`src/rtl/pwm_bank.sv`:
```
// Multi-channel PWM bank: one shared prescaler and period counter feeding CHANNELS duty comparators.
// Period, prescale and duty are double-buffered. Define PWM_BANK_CENTER_EN for center-aligned mode.
module pwm_bank #(
    parameter int CHANNELS = 4,
    parameter int WIDTH    = 16,
    parameter int PRE_W    = 8,
    parameter int ADDR_W   = 4
) (
    input  logic                SYSCLK,
    input  logic                NSYSRESET,
    input  logic                wr_en,
    input  logic [ADDR_W-1:0]   wr_addr,
    input  logic [WIDTH-1:0]    wr_data,
    input  logic [ADDR_W-1:0]   rd_addr,
    output logic [WIDTH-1:0]    rd_data,
    output logic [CHANNELS-1:0] pwm,
    output logic                period_start
);

    localparam logic [ADDR_W-1:0] ADDR_PERIOD   = ADDR_W'(0);
    localparam logic [ADDR_W-1:0] ADDR_PRESCALE = ADDR_W'(1);
    localparam logic [ADDR_W-1:0] ADDR_CTRL     = ADDR_W'(2);
    localparam logic [WIDTH-1:0]  EN_MASK       = (WIDTH'(1) << (CHANNELS + 1)) - WIDTH'(1);
`ifdef PWM_BANK_CENTER_EN
    localparam logic [WIDTH-1:0]  CTRL_MASK     = EN_MASK | (WIDTH'(1) << (WIDTH - 1));
`else
    localparam logic [WIDTH-1:0]  CTRL_MASK     = EN_MASK;
`endif

    logic [WIDTH-1:0]    period_q, ctrl_q;
    logic [PRE_W-1:0]    prescale_q;
    logic [WIDTH-1:0]    duty_q [CHANNELS];
    logic [WIDTH-1:0]    period_act_q;
    logic [PRE_W-1:0]    pre_act_q;
    logic [WIDTH-1:0]    duty_act_q [CHANNELS];
    logic [PRE_W-1:0]    pre_cnt_q, pre_cnt_d;
    logic [WIDTH-1:0]    cnt_q, cnt_d;
    logic                down_q, down_d;
    logic [CHANNELS-1:0] pwm_q, pwm_d;
    logic                start_q, start_d;
    logic [WIDTH-1:0]    rd_q, rd_d;
    logic                run, center, tick, reload;

    assign run = ctrl_q[0];
`ifdef PWM_BANK_CENTER_EN
    assign center = ctrl_q[WIDTH-1];
`else
    assign center = 1'b0;
`endif
    assign tick = (pre_cnt_q == pre_act_q);

    // Shadows reload on a period boundary, and continuously while stopped.
    always_comb begin
        pre_cnt_d = pre_cnt_q;
        cnt_d     = cnt_q;
        down_d    = down_q;
        reload    = 1'b0;
        if (!run) begin
            pre_cnt_d = '0;
            cnt_d     = '0;
            down_d    = 1'b0;
            reload    = 1'b1;
        end else if (!tick) begin
            pre_cnt_d = pre_cnt_q + 1'b1;
        end else begin
            pre_cnt_d = '0;
            if (center && period_act_q != '0) begin
                if (down_q || cnt_q == period_act_q) begin
                    cnt_d  = cnt_q - 1'b1;
                    down_d = (cnt_q != WIDTH'(1));
                    reload = (cnt_q == WIDTH'(1));
                end else begin
                    cnt_d = cnt_q + 1'b1;
                end
            end else begin
                down_d = 1'b0;
                if (cnt_q >= period_act_q) begin
                    cnt_d  = '0;
                    reload = 1'b1;
                end else begin
                    cnt_d = cnt_q + 1'b1;
                end
            end
        end
    end

    always_comb begin
        pwm_d = '0;
        for (int i = 0; i < CHANNELS; i++) begin
            pwm_d[i] = run && ctrl_q[i+1] && (cnt_q < duty_act_q[i]);
        end
        // First counter cycle of a period; registered so it lines up with the first pwm cycle.
        start_d = run && (pre_cnt_q == '0) && (cnt_q == '0);
        rd_d = '0;
        if (rd_addr == ADDR_PERIOD)   rd_d = period_q;
        if (rd_addr == ADDR_PRESCALE) rd_d = WIDTH'(prescale_q);
        if (rd_addr == ADDR_CTRL)     rd_d = ctrl_q;
        for (int i = 0; i < CHANNELS; i++) begin
            if (rd_addr == ADDR_W'(3 + i)) rd_d = duty_q[i];
        end
    end

    always_ff @(posedge SYSCLK or negedge NSYSRESET) begin
        if (!NSYSRESET) begin
            period_q     <= '1;
            prescale_q   <= '0;
            ctrl_q       <= '0;
            period_act_q <= '1;
            pre_act_q    <= '0;
            for (int i = 0; i < CHANNELS; i++) begin
                duty_q[i]     <= '0;
                duty_act_q[i] <= '0;
            end
            pre_cnt_q <= '0;
            cnt_q     <= '0;
            down_q    <= 1'b0;
            pwm_q     <= '0;
            start_q   <= 1'b0;
            rd_q      <= '0;
        end else begin
            if (wr_en && wr_addr == ADDR_PERIOD)   period_q   <= wr_data;
            if (wr_en && wr_addr == ADDR_PRESCALE) prescale_q <= wr_data[PRE_W-1:0];
            if (wr_en && wr_addr == ADDR_CTRL)     ctrl_q     <= wr_data & CTRL_MASK;
            for (int i = 0; i < CHANNELS; i++) begin
                if (wr_en && wr_addr == ADDR_W'(3 + i)) duty_q[i] <= wr_data;
            end
            if (reload) begin
                period_act_q <= period_q;
                pre_act_q    <= prescale_q;
                for (int i = 0; i < CHANNELS; i++) begin
                    duty_act_q[i] <= duty_q[i];
                end
            end
            pre_cnt_q <= pre_cnt_d;
            cnt_q     <= cnt_d;
            down_q    <= down_d;
            pwm_q     <= pwm_d;
            start_q   <= start_d;
            rd_q      <= rd_d;
        end
    end

    assign pwm          = pwm_q;
    assign period_start = start_q;
    assign rd_data      = rd_q;

endmodule
```
`config.mk`:
```
export PLATFORM = sky130hd
export DESIGN_NAME = pwm_bank
export DESIGN_NICKNAME = d
export VERILOG_FILES = /design/src/rtl/pwm_bank.sv
export SDC_FILE = /design/constraint.sdc
export NUM_CORES = 1
export LEC_CHECK = 0
export BUFFER_PORTS_ARGS = -buffer_cell sky130_fd_sc_hd__buf_2
export CAP_MARGIN = 20
export CELL_PAD_IN_SITES_DETAIL_PLACEMENT = 0
export CELL_PAD_IN_SITES_GLOBAL_PLACEMENT = 1
export CORE_MARGIN = 2
export CORE_UTILIZATION = 40
export CTS_BUF_LIST = sky130_fd_sc_hd__clkbuf_16
export CTS_CLUSTER_DIAMETER = 50
export DETAILED_ROUTE_END_ITERATION = 8
export GPL_ROUTABILITY_DRIVEN = 0
export PLACE_DENSITY_LB_ADDON = 0.1
export SLEW_MARGIN = 15
export SYNTH_ARGS = -nofsm -noshare
export SYNTH_HDL_FRONTEND = slang
export SYNTH_SLANG_ARGS = --single-unit
```
`constraint.sdc`:
```
create_clock -name SYSCLK -period 3.15 [get_ports SYSCLK]
set_input_delay 0.63 -clock SYSCLK [delete_from_list [all_inputs] [get_ports SYSCLK]]
set_output_delay 0.63 -clock SYSCLK [all_outputs]
set_load 0.01 [all_outputs]
```
==> metrics.txt <==
# TYPE chip_impl_metric gauge
chip_impl_metric{name="chipHeight",unit="um"} 171.9
chip_impl_metric{name="numCtsBuffers",unit=""} 34
chip_impl_metric{name="timing.max_cap.violations",unit=""} 0
chip_impl_metric{name="die-width",unit="um"} 171.9
chip_impl_metric{name="crit_arrival",unit="ps"} 3080
chip_impl_metric{name="fraction_of_final_layout_cells_with_drive_strength_greater_than_1",unit="%"} 28.74
chip_impl_metric{name="core_area",unit="sq um"} 27780
chip_impl_metric{name="critical_path_peak_fanout",unit=""} 36
chip_impl_metric{name="cellLeakagePower",unit="nW"} 6.172
chip_impl_metric{name="die_area",unit="sq um"} 29550
chip_impl_metric{name="via_count_of_the_first_global_routing_pass",unit=""} 8033
chip_impl_metric{name="floorplan.rows",unit=""} 61
chip_impl_metric{name="pre_cts_ws",unit="ps"} 463.9
chip_impl_metric{name="cts.sink_count",unit=""} 226
chip_impl_info{name="cts.root.buffer_cell",value="clkbuf_16"} 1
chip_impl_info{name="setup.worst_path.start",value="cnt_q[11]"} 1
chip_impl_info{name="synth_top_cells_by_count",value="194 x dfrtp_1, 96 x mux2_2, 91 x nand3_1, 89 x inv_1, 80 x ha_1"} 1
chip_impl_metric{name="clock_skew",unit="ps"} 25.49
chip_impl_metric{name="synthToLayoutAreaGrowth",unit="%"} 17.47
chip_impl_metric{name="synth_sequential_area_ratio",unit="%"} 50.50
chip_impl_metric{name="buffer_levels_on_the_longest_clock_path",unit=""} 3
chip_impl_metric{name="synth_largest_type_area_fraction",unit="%"} 43.05
chip_impl_info{name="r2r-end",value="period_act_q[12]"} 1
chip_impl_metric{name="largest_net_degree_at_the_start_of_global_routing",unit=""} 77
chip_impl_info{name="worstSetupStartpointType",value="flip-flop"} 1
chip_impl_info{name="timing.rr.start",value="cnt_q[11]"} 1
chip_impl_metric{name="final.setup.tns",unit="ps"} 0
chip_impl_metric{name="design.final.nets",unit=""} 1173
chip_impl_metric{name="layout_min_cycle_time",unit="ps"} 2674
chip_impl_metric{name="synth-edff-count",unit=""} 0
chip_impl_metric{name="wl_per_cell",unit="um"} 21.54
chip_impl_metric{name="io_pins",unit=""} 48
chip_impl_info{name="synth_area_leaders",value="dfrtp_1 43%, mux2_2 9.6%, ha_1 8.9%"} 1
chip_impl_metric{name="tightest_slew",unit="ps"} 1107
chip_impl_metric{name="dp_hpwl",unit="um"} 22480
chip_impl_metric{name="floorplan.initialDensity",unit="%"} 40.59
chip_impl_info{name="rsz0062_at_grt",value="false"} 1
chip_impl_metric{name="synthesized_area",unit="sq um"} 11280
chip_impl_metric{name="fillCellCount",unit=""} 2627
chip_impl_metric{name="grt_usage",unit="%"} 22.44
chip_impl_metric{name="overall_power_after_layout",unit="W"} 0.01118
chip_impl_metric{name="finalCritPeriodShare",unit="%"} 84.90
chip_impl_metric{name="clkTransAtPathRegs",unit="ps"} 50
chip_impl_info{name="critPathKind",value="reg -> reg"} 1
chip_impl_info{name="worst_setup_path_endpoint",value="period_act_q[12]"} 1
chip_impl_metric{name="diodes",unit=""} 0
chip_impl_info{name="class_of_the_worst_hold_path",value="in -> async"} 1
chip_impl_metric{name="synth-seq-cells",unit=""} 226
chip_impl_metric{name="post_synth.cell_area_avg",unit="sq um"} 11.36
chip_impl_metric{name="netlist-cell-type-count",unit=""} 51
chip_impl_metric{name="finalSetupViolations",unit=""} 0
chip_impl_metric{name="port-buffer-count",unit=""} 47
chip_impl_metric{name="remaining_global_route_overflow",unit=""} 0
chip_impl_metric{name="routed_via_density",unit=""} 5.378
chip_impl_metric{name="reg2regPathDepth",unit=""} 8
chip_impl_metric{name="grt_antenna_before_repair",unit=""} 2
chip_impl_info{name="endpoint_kind",value="flip-flop"} 1
chip_impl_metric{name="drtAntennaViolNets",unit=""} 0
chip_impl_info{name="status",value="finished clean"} 1
chip_impl_metric{name="async_flop_share",unit="%"} 100.0
chip_impl_metric{name="insertion_delay",unit="ps"} 500
chip_impl_metric{name="drt-total-wl",unit="um"} 31590
chip_impl_metric{name="drt_drc_violations_left",unit=""} 0
chip_impl_info{name="post_synth_top_area_cell",value="dfrtp_1"} 1
chip_impl_metric{name="synth.yosys.warnings",unit=""} 0
chip_impl_metric{name="max_freq",unit="MHz"} 373.9
chip_impl_metric{name="power-per-cell-area",unit="nW/um^2"} 843.9
chip_impl_metric{name="instance_count_of_the_mapped_netlist",unit=""} 993
chip_impl_metric{name="report.final.hold_viol_count",unit=""} 0
chip_impl_metric{name="final-max-slew-violation-count",unit=""} 0
chip_impl_metric{name="rrSetupSlack",unit="ps"} 480
chip_impl_metric{name="max_slew_headroom",unit="%"} 26.23
chip_impl_info{name="synth_ff_type",value="dfrtp_1"} 1
chip_impl_metric{name="drt_iter0_markers",unit=""} 491
chip_impl_metric{name="post-route-worst-setup-slack",unit="ps"} 475.6
chip_impl_metric{name="cts_setup_buffers",unit=""} 0
chip_impl_info{name="yosys.cell_count.top_type",value="dfrtp_1"} 1
chip_impl_metric{name="htree_levels",unit=""} 2
chip_impl_info{name="tritoncts_clock_tree",value="built"} 1
chip_impl_metric{name="hold_buffers",unit=""} 0
chip_impl_metric{name="post_cts_resized",unit=""} 0
chip_impl_metric{name="ir_drop",unit="mV"} 0.5583
chip_impl_metric{name="vias",unit=""} 7889
chip_impl_metric{name="first_pass_iters",unit=""} 5
chip_impl_metric{name="crit_required",unit="ps"} 3560
chip_impl_metric{name="synthesis.nets",unit=""} 1100
chip_impl_metric{name="grt_first_pass_wirelength",unit="um"} 49570
## power by group
part           switching, W  internal (W)  total (W)
clock network       0.00143       0.00237    0.00380
registers          0.000499       0.00391    0.00441
logic               0.00174       0.00123    0.00297
## flip-flops by register name, indices dropped and copies added (netlist names)
register,cells
pre_act_q,8
duty_q,64
pwm,4
cnt_q,16
period_q,16
period_start,1
ctrl_q,5
period_act_q,16
prescale_q,8
pre_cnt_q,8
duty_act_q,64
rd_data,16
## through the flow
step	utilization, %	area (sq um)	instances	hold WS, ps
2_1_floorplan	-	11280	993	334.4
3_3_place_gp	43.61	12120	1408	496.4
3_5_place_dp	43.61	12120	1408	498.7
4_1_cts	47.69	13250	1467	136.5
5_1_grt	47.69	13250	1467	130.2
6_report	47.69	13250	1467	79.57
## logic make-up (layout without fill, tap and decap cells)
kind of cell / count (synthesis) / in the layout / synth area share [%]
buf+inv: 134 / 230 / 5.081
flops: 226 / 226 / 50.50
fa+ha+maj: 80 / 80 / 8.876
xor+xnor: 27 / 27 / 2.097
simple gates: 228 / 228 / 10.41
mux: 112 / 112 / 12.00
compound gates: 186 / 186 / 11.03
## how the worst min path moves through the flow
| stage | cells past startpoint | slack, ps | end | start |
|---|---|---|---|---|
| finish | 1 | 80 | pre_act_q[3] | NSYSRESET |
| CTS | 1 | 140 | pre_act_q[3] | NSYSRESET |
| global placement | 2 | 500 | period_act_q[8] | period_act_q[8] |
| floorplan | 0 | 330 | cnt_q[0] | NSYSRESET |
| global route | 1 | 130 | pre_act_q[3] | NSYSRESET |
| detailed placement | 2 | 500 | period_act_q[8] | period_act_q[8] |
## routing by layer
layer / share of wire (%) / wire [um] / vias to the layer above / GRT usage, %
met3: 5.0 / 1570 / 42 / 3.914
met1: 50 / 15810 / 4005 / 34.15
met5: 0 / 0 / - / 0
met4: 1.8 / 571 / 0 / 4.859
li1: - / - / 3686 / -
met2: 43 / 13640 / 156 / 33.46
## final cells by class
type                       instances  area, sq um  area share, %
timing repair buffer              82        583.1          4.401
inverter                          89        334.1          2.522
clock inverter                    24        256.5          1.936
tap                              378        473.0          3.570
multi-input combinational        633         5030          37.97
sequential                       226         5695          42.99
clock buffer                      35        875.8          6.611
## worst max-delay path, stage by stage, from the launching register on
cell and delay [ps]:
dfrtp_1 530, ha_1 400, nand4_1 150, a2111oi_2 400, a21oi_2 130, o211ai_4 270, buf_12 230, nand3_1 290
o21ai_0 170
## cells in the final DEF (no fill, tap or decap), types with 14 or more instances in the layout
cell       instances
inv_1             93
xor2_1            17
nand2_1           30
o21ai_0           72
a22oi_1           15
ha_1              80
nor2_1            37
a21oi_1           14
nand4_1           16
dfrtp_1          194
dfstp_2           32
o21ai_2           20
buf_4             29
mux2_2            96
clkbuf_16         35
a21o_1            14
nand3_1           91
buf_2             46
No activity file was read; power rests on OpenSTA's default activity.
